[src/rtl/incarcator_program.sv]
// Program loader: receives a length-prefixed stream of 16-bit instructions over a
// byte handshake, writes them to instruction memory and releases the CPU on success.
module incarcator_program #(
  parameter bit CHECKSUM_EN = 1'b1
) (
  input  logic        clk,
  input  logic        reset,
  input  logic        start,
  input  logic [7:0]  rx_data,
  input  logic        rx_valid,
  output logic        rx_ready,
  output logic        mem_we,
  output logic [7:0]  mem_addr,
  output logic [15:0] mem_wdata,
  output logic        cpu_reset,
  output logic        done,
  output logic        error,
  output logic [7:0]  words_loaded
);

  typedef enum logic [2:0] {
    S_IDLE,
    S_LEN,
    S_HI,
    S_LO,
    S_CHK,
    S_DONE,
    S_ERR
  } state_t;

  state_t      state_q;
  logic [7:0]  len_q;
  logic [7:0]  addr_q;
  logic [7:0]  hi_q;
  logic [7:0]  chk_q;
  logic        mem_we_q;
  logic [7:0]  mem_addr_q;
  logic [15:0] mem_wdata_q;
  logic        cpu_reset_q;
  logic        done_q;
  logic        error_q;
  logic [7:0]  words_q;
  logic        xfer;

  always_comb begin
    rx_ready = 1'b0;
    case (state_q)
      S_LEN, S_HI, S_LO, S_CHK: rx_ready = 1'b1;
      default:                  rx_ready = 1'b0;
    endcase
  end

  assign xfer = rx_valid && rx_ready;

  always_ff @(posedge clk or negedge reset) begin
    if (!reset) begin
      state_q     <= S_IDLE;
      len_q       <= '0;
      addr_q      <= '0;
      hi_q        <= '0;
      chk_q       <= '0;
      mem_we_q    <= 1'b0;
      mem_addr_q  <= '0;
      mem_wdata_q <= '0;
      cpu_reset_q <= 1'b1;
      done_q      <= 1'b0;
      error_q     <= 1'b0;
      words_q     <= '0;
    end else begin
      mem_we_q <= 1'b0;
      case (state_q)
        S_IDLE, S_DONE, S_ERR: begin
          if (start) begin
            state_q     <= S_LEN;
            error_q     <= 1'b0;
            done_q      <= 1'b0;
            words_q     <= '0;
            chk_q       <= '0;
            cpu_reset_q <= 1'b1;
          end else if (state_q == S_DONE) begin
            // Entering DONE straight from LO leaves done low for the strobe cycle.
            done_q      <= 1'b1;
            cpu_reset_q <= 1'b0;
            error_q     <= 1'b0;
          end
        end
        S_LEN: begin
          if (xfer) begin
            if (rx_data == 8'h00) begin
              state_q     <= S_ERR;
              error_q     <= 1'b1;
              done_q      <= 1'b0;
              cpu_reset_q <= 1'b1;
            end else begin
              len_q   <= rx_data;
              addr_q  <= '0;
              chk_q   <= rx_data;
              state_q <= S_HI;
            end
          end
        end
        S_HI: begin
          if (xfer) begin
            hi_q    <= rx_data;
            chk_q   <= chk_q ^ rx_data;
            state_q <= S_LO;
          end
        end
        S_LO: begin
          if (xfer) begin
            chk_q       <= chk_q ^ rx_data;
            mem_we_q    <= 1'b1;
            mem_addr_q  <= addr_q;
            mem_wdata_q <= {hi_q, rx_data};
            addr_q      <= addr_q + 8'd1;
            words_q     <= words_q + 8'd1;
            if ((words_q + 8'd1) < len_q) begin
              state_q <= S_HI;
            end else if (CHECKSUM_EN) begin
              state_q <= S_CHK;
            end else begin
              state_q <= S_DONE;
            end
          end
        end
        S_CHK: begin
          if (xfer) begin
            if (rx_data == chk_q) begin
              state_q     <= S_DONE;
              done_q      <= 1'b1;
              cpu_reset_q <= 1'b0;
              error_q     <= 1'b0;
            end else begin
              state_q     <= S_ERR;
              error_q     <= 1'b1;
              done_q      <= 1'b0;
              cpu_reset_q <= 1'b1;
            end
          end
        end
        default: state_q <= S_IDLE;
      endcase
    end
  end

  assign mem_we       = mem_we_q;
  assign mem_addr     = mem_addr_q;
  assign mem_wdata    = mem_wdata_q;
  assign cpu_reset    = cpu_reset_q;
  assign done         = done_q;
  assign error        = error_q;
  assign words_loaded = words_q;

endmodule

[config.mk]
export PLATFORM = sky130hd
export DESIGN_NAME = incarcator_program
export DESIGN_NICKNAME = d
export VERILOG_FILES = /design/src/rtl/incarcator_program.sv
export SDC_FILE = /design/constraint.sdc
export NUM_CORES = 1
export LEC_CHECK = 0
export ABC_AREA = 1
export CAP_MARGIN = 20
export CORE_UTILIZATION = 50
export DETAILED_ROUTE_END_ITERATION = 10
export PLACE_DENSITY = 0.89
export SLEW_MARGIN = 5
export SYNTH_ARGS = -nofsm -noshare
export SYNTH_HDL_FRONTEND = slang
export SYNTH_SLANG_ARGS = --single-unit
[constraint.sdc]
create_clock -name clk -period 2 [get_ports clk]
set_clock_uncertainty 0.05 [all_clocks]
set_input_delay 0.6 -clock clk [delete_from_list [all_inputs] [get_ports clk]]
set_output_delay 0.6 -clock clk [all_outputs]
set_load 0.005 [all_outputs]
* Word-level counts from Yosys, hierarchy flattened *
Index checks and enable logic that the tools add are counted.

cells by class
  add/sub/neg operators = 2
  $lt $le $gt $ge = 1
  equality and inequality tests = 16
  muxes and demuxes = 39
  bitwise operators = 2
  reduce and logical (&&, ||, !) cells = 18

operators by type and width
  cell                                                                    count
  8-bit 2-to-1 mux                                                        8
  8-bit case mux with 2 select lines                                      2
  8-bit case mux with 3 select lines                                      1
  3-bit 2-to-1 mux                                                        7
  8-bit by 1-bit adder with 8-bit output (second input constant)          2
  1-bit 2-to-1 mux                                                        16
  3-bit case mux with 5 select lines                                      1
  5-bit AND reduction                                                     3
  2-bit != test (second input constant)                                   7
  3-bit equality test (second input constant)                             3
  1-bit case mux with 3 select lines                                      3
  8-bit equality test                                                     1
  8-bit zero test                                                         1
  8-bit < comparator                                                      1
  8-bit bitwise XOR                                                       1
  3-bit by 2-bit equality test with 1-bit output (second input constant)  2
  3-bit AND reduction                                                     2
  3-bit nonzero test                                                      2
  2-bit AND reduction                                                     2
  4-bit AND reduction                                                     1
  2-bit nonzero test                                                      2
  4-bit OR reduction                                                      1
  3-bit by 1-bit equality test with 1-bit output (second input constant)  1
  3-bit zero test                                                         1
  other kinds (7)                                                         7

storage, ports and cells
  bits in registers = 71
  input bits = 12
  output and inout port bits = 37
  word-level logic and storage cells = 90

* Longest topological paths before layout *
  depth in word-level cells = 6
  mapped depth = 16
  depth with buffers taken out = 16

* Worst setup path before layout *
Ideal clock, no wire load.

  path kind = register to register
  start = register words_q[2], in the netlist words_loaded[2]
  end = register state_q[2]
  library setup time = 117 ps
  arrival = 1841 ps
  data required time = 1833 ps
  setup slack = -8 ps
  stages on the path, launching flop included = 16
  buffers on the path = 0
  period minus slack after synthesis = 2008 ps
  path through = dfrtp_1 -> nand3_1 -> inv_1 -> nand4_1 -> nor2_1 -> or2_2 -> nand2_1 -> inv_1 -> ha_1 -> a21oi_1 -> o21a_1 -> nand2_1 -> nand2_1 -> nand2_1 -> nand2_1 -> nand2_1

on the way
  word-level cells in the longest chain between the ends = 5

ends and longest elaborated chain
  item                                    RTL line  source
  from (decl)                             42        logic [7:0] words_q;
  from (signal assigned)                  116       words_q <= words_q + 8'd1;
  8-bit by 1-bit adder with 8-bit output  117       if ((words_q + 8'd1) < len_q) begin
  8-bit < comparator                      117
  3-bit 2-to-1 mux                        117
  3-bit 2-to-1 mux                        110       if (xfer) begin
  3-bit case mux with 5 select lines      71        case (state_q)
  to (signal assigned)                    74        state_q <= S_LEN;
  to (signal assigned)                    118       state_q <= S_HI;
  to (signal assigned)                    120       state_q <= S_CHK;
  to (decl)                               31        state_t state_q;

No other way between the ends. The select of a mux whose other input is x is not followed.
A chain may end at the register's enable or synchronous reset.

* Final worst setup path *
  start = register words_q[1], in the netlist words_loaded[1]
  end = register state_q[2]

Same word-level chain as after synthesis.

==> metrics.yaml <==
via_count: 3594
ys_warn_count: 0
max_freq_mhz: 472
hp-class: "in -> async"
cap_viol_max_count: 0
arrival_ps: 2310
slew_violations: 0
period_share: 1.06
cp.required_ps: 2190
ir_worst_vdd_mv: 0.584
die_x_microns: 87.4
ys_seq_area_frac: 0.488
synthCells: 457
grt_overflow: 0
wl_mm: 10.1
synth_edf_count: 0
dpl.hpwl_mm: 6.59
grt_pass1_vias: 3335
nNetsFinal: 589
grt.busiest_layer: "met2"
critPathKind: "reg -> reg"
grt_pass1_wl_mm: 15.6
drt_pass1_iterations: 5
start_util: 0.528
clk-insertion-delay-late_ps: 350
fin_tns_setup_ps: -216
grt_max_degree: 72
drive_gt1_frac: 0.213
rsz0062_at_grt: "true"
tightestPinTransition_ps: 499
synth_top_area_cell: "dfrtp_1"
drt_iter0_markers: 327
fp.dieH_microns: 87.4
core.rowCount: 30
core_sq_um: 6910
cp-end-kind: "register"
antenna_found_initial: 0
violations: "setup timing"
grt_usage: 0.269
fin_ws_ps: -119
cp_max_fo: 4
placement.io_buffers: 48
hold_viol: 0
cts_hold_buf: 0
synthDistinctLibCells: 31
grt_util_met1: 0.346
netlist_area_sq_um: 3640
cts_tree: "built"
synthFlopType: "dfrtp_1"
cts_buffers: 9
start_kind: "register"
fillers: 476
finish.utilization: 0.725
syn-mean-instance-area_sq_um: 7.98
gp_congestion: 0.962
antennaDiodeCount: 0
status: "complete, but fails checks"
syn_nets: 478
grt.met3_usage: 0.0483
p_leak_uw: 0.00261
num_io_pins: 49
cts_buffer_depth: 2
relSlewSlack: 0.666
met2_usage: 0.445
routedWlPerCell_microns: 15.1
antenna_left: 0
ys_ff_latch: 71
cts_max_level: 3
drc: 0
cts.sink_count: 71
yosysTopAreaCellShare: 0.481
synth_area_leaders: "dfrtp_1 (48%), nand2_1 (18%), inv_1 (5.3%), o21ai_0 (3.6%), ha_1 (3.1%)"
ys_async_sr_fraction: 1.00
root_buffer: "clkbuf_8"
yosys-top-cells-count: "nand2_1 (178), dfrtp_1 (70), inv_1 (51)"
finalSetupViolCount: 2
routed_via_density: 5.37
die_area_sq_um: 7640
finalCriticalPeriod_ps: 2120
path_clk_slew_ps: 70
syn2layout_area_growth_pct: 37.4
power.density_nw_per_um2: 1410
post-synth-top-count-cell: "nand2_1"
-- registers in the layout, summed over array words and instances, names as in the netlist, 3 cells and up --
| name | count |
|---|---|
| mem_wdata | 16 |
| words_loaded | 8 |
| addr_q | 8 |
| chk_q | 8 |
| hi_q | 8 |
| mem_addr | 8 |
| state_q | 3 |
| len_q | 8 |
-- what timing repair did --
item / in CTS / in global routing
setup endpoints to repair: 7 / 9
gates resized for setup: 14 / 23
buffers inserted: 5 / 8
pin swaps: 9 / 14
-- logic make-up (layout without fill, tap and decap cells) --
group                      after synthesis  in the layout  synth area share
and+or+nand+nor                        240            240             0.286
DFF                                     71             71             0.488
buffers and inverters                   66            182            0.0759
AOI/OAI and AO/OA                       61             61            0.0951
xor gates and xnor gates                10             10            0.0240
adders and majority gates                9              9            0.0309
-- layer usage --
layer  vias to the layer above  part of all wire
li1                       1669                 -
met4                         0             0.031
met2                       172              0.49
met1                      1717              0.41
met5                         -                 0
met3                        36             0.066
-- per-stage QoR --
step,worst slack (ps),hold slack (ps),power (uW),instances,instance area (sq um)
detailed placement,-198,412,5480,640,4580
global placement,-132,404,5310,640,4580
global route,-234,253,7510,669,5010
CTS,-111,239,6800,661,4860
finish,-119,205,7050,669,5010
floorplan,16.9,254,4130,457,3650
-- final cells by class --
class / instances / area (sq um) / share of cell area
multi-input cells: 320 / 1700 / 0.339
well taps: 96 / 120 / 0.0240
inverters: 56 / 210 / 0.0420
clock inverters: 5 / 81.3 / 0.0162
clock buffers: 11 / 131 / 0.0262
repair buffers: 110 / 983 / 0.196
flip-flops and latches: 71 / 1780 / 0.356
-- report_power, final --
part / switching (uW) / internal, uW
sequential: 388 / 1980
clock: 560 / 706
combinational: 1870 / 1550
total: 2820 / 4230
-- path summary, 6_finish.rpt --
check	from	end	slack, ps	cells after the start
setup / recovery	words_loaded[1]$_DFFE_PN0P_	state_q[2]$_DFFE_PN0P_	-120	15
hold / removal	reset	addr_q[6]$_DFFE_PN0P_	200	2
min in group clk	cpu_reset$_DFFE_PN1P_	cpu_reset$_DFFE_PN1P_	420	2
max in group asynchronous	reset	cpu_reset$_DFFE_PN1P_	1340	2
hold reg to reg	cpu_reset$_DFFE_PN1P_	cpu_reset$_DFFE_PN1P_	420	2
setup reg to reg	words_loaded[1]$_DFFE_PN0P_	state_q[2]$_DFFE_PN0P_	-120	15
-- critical path, cell delays in order (launching register included) --
cell and delay, ps:
dfrtp_2 450, nand3_2 90, inv_2 40, nand4_1 100, nor2_1 80, or2_4 240
nand2_2 80, inv_2 50, ha_4 260, a21oi_4 120, o21a_1 150, nand2_1 60
nand2_1 70, nand2_1 50, nand2_1 60, nand2_1 50
-- layout by cell type, fill, tap and decap left out, drive strengths merged, types with 2 or more instances in the layout --
master and instances:
o21ai 45, nor3 3, inv 57, dlymetal6s2s 3
nand2 185, dfrtp 70, o21a 2, nand3 15
clkdlybuf4s50 39, ha 9, xor2 9, nor2 24
buf 63, dlygate4sd2 4, clkbuf 12, nand4 11
bufinv 2, o22ai 8, a21oi 5
Note: power is estimated with default switching activity, not from simulation.
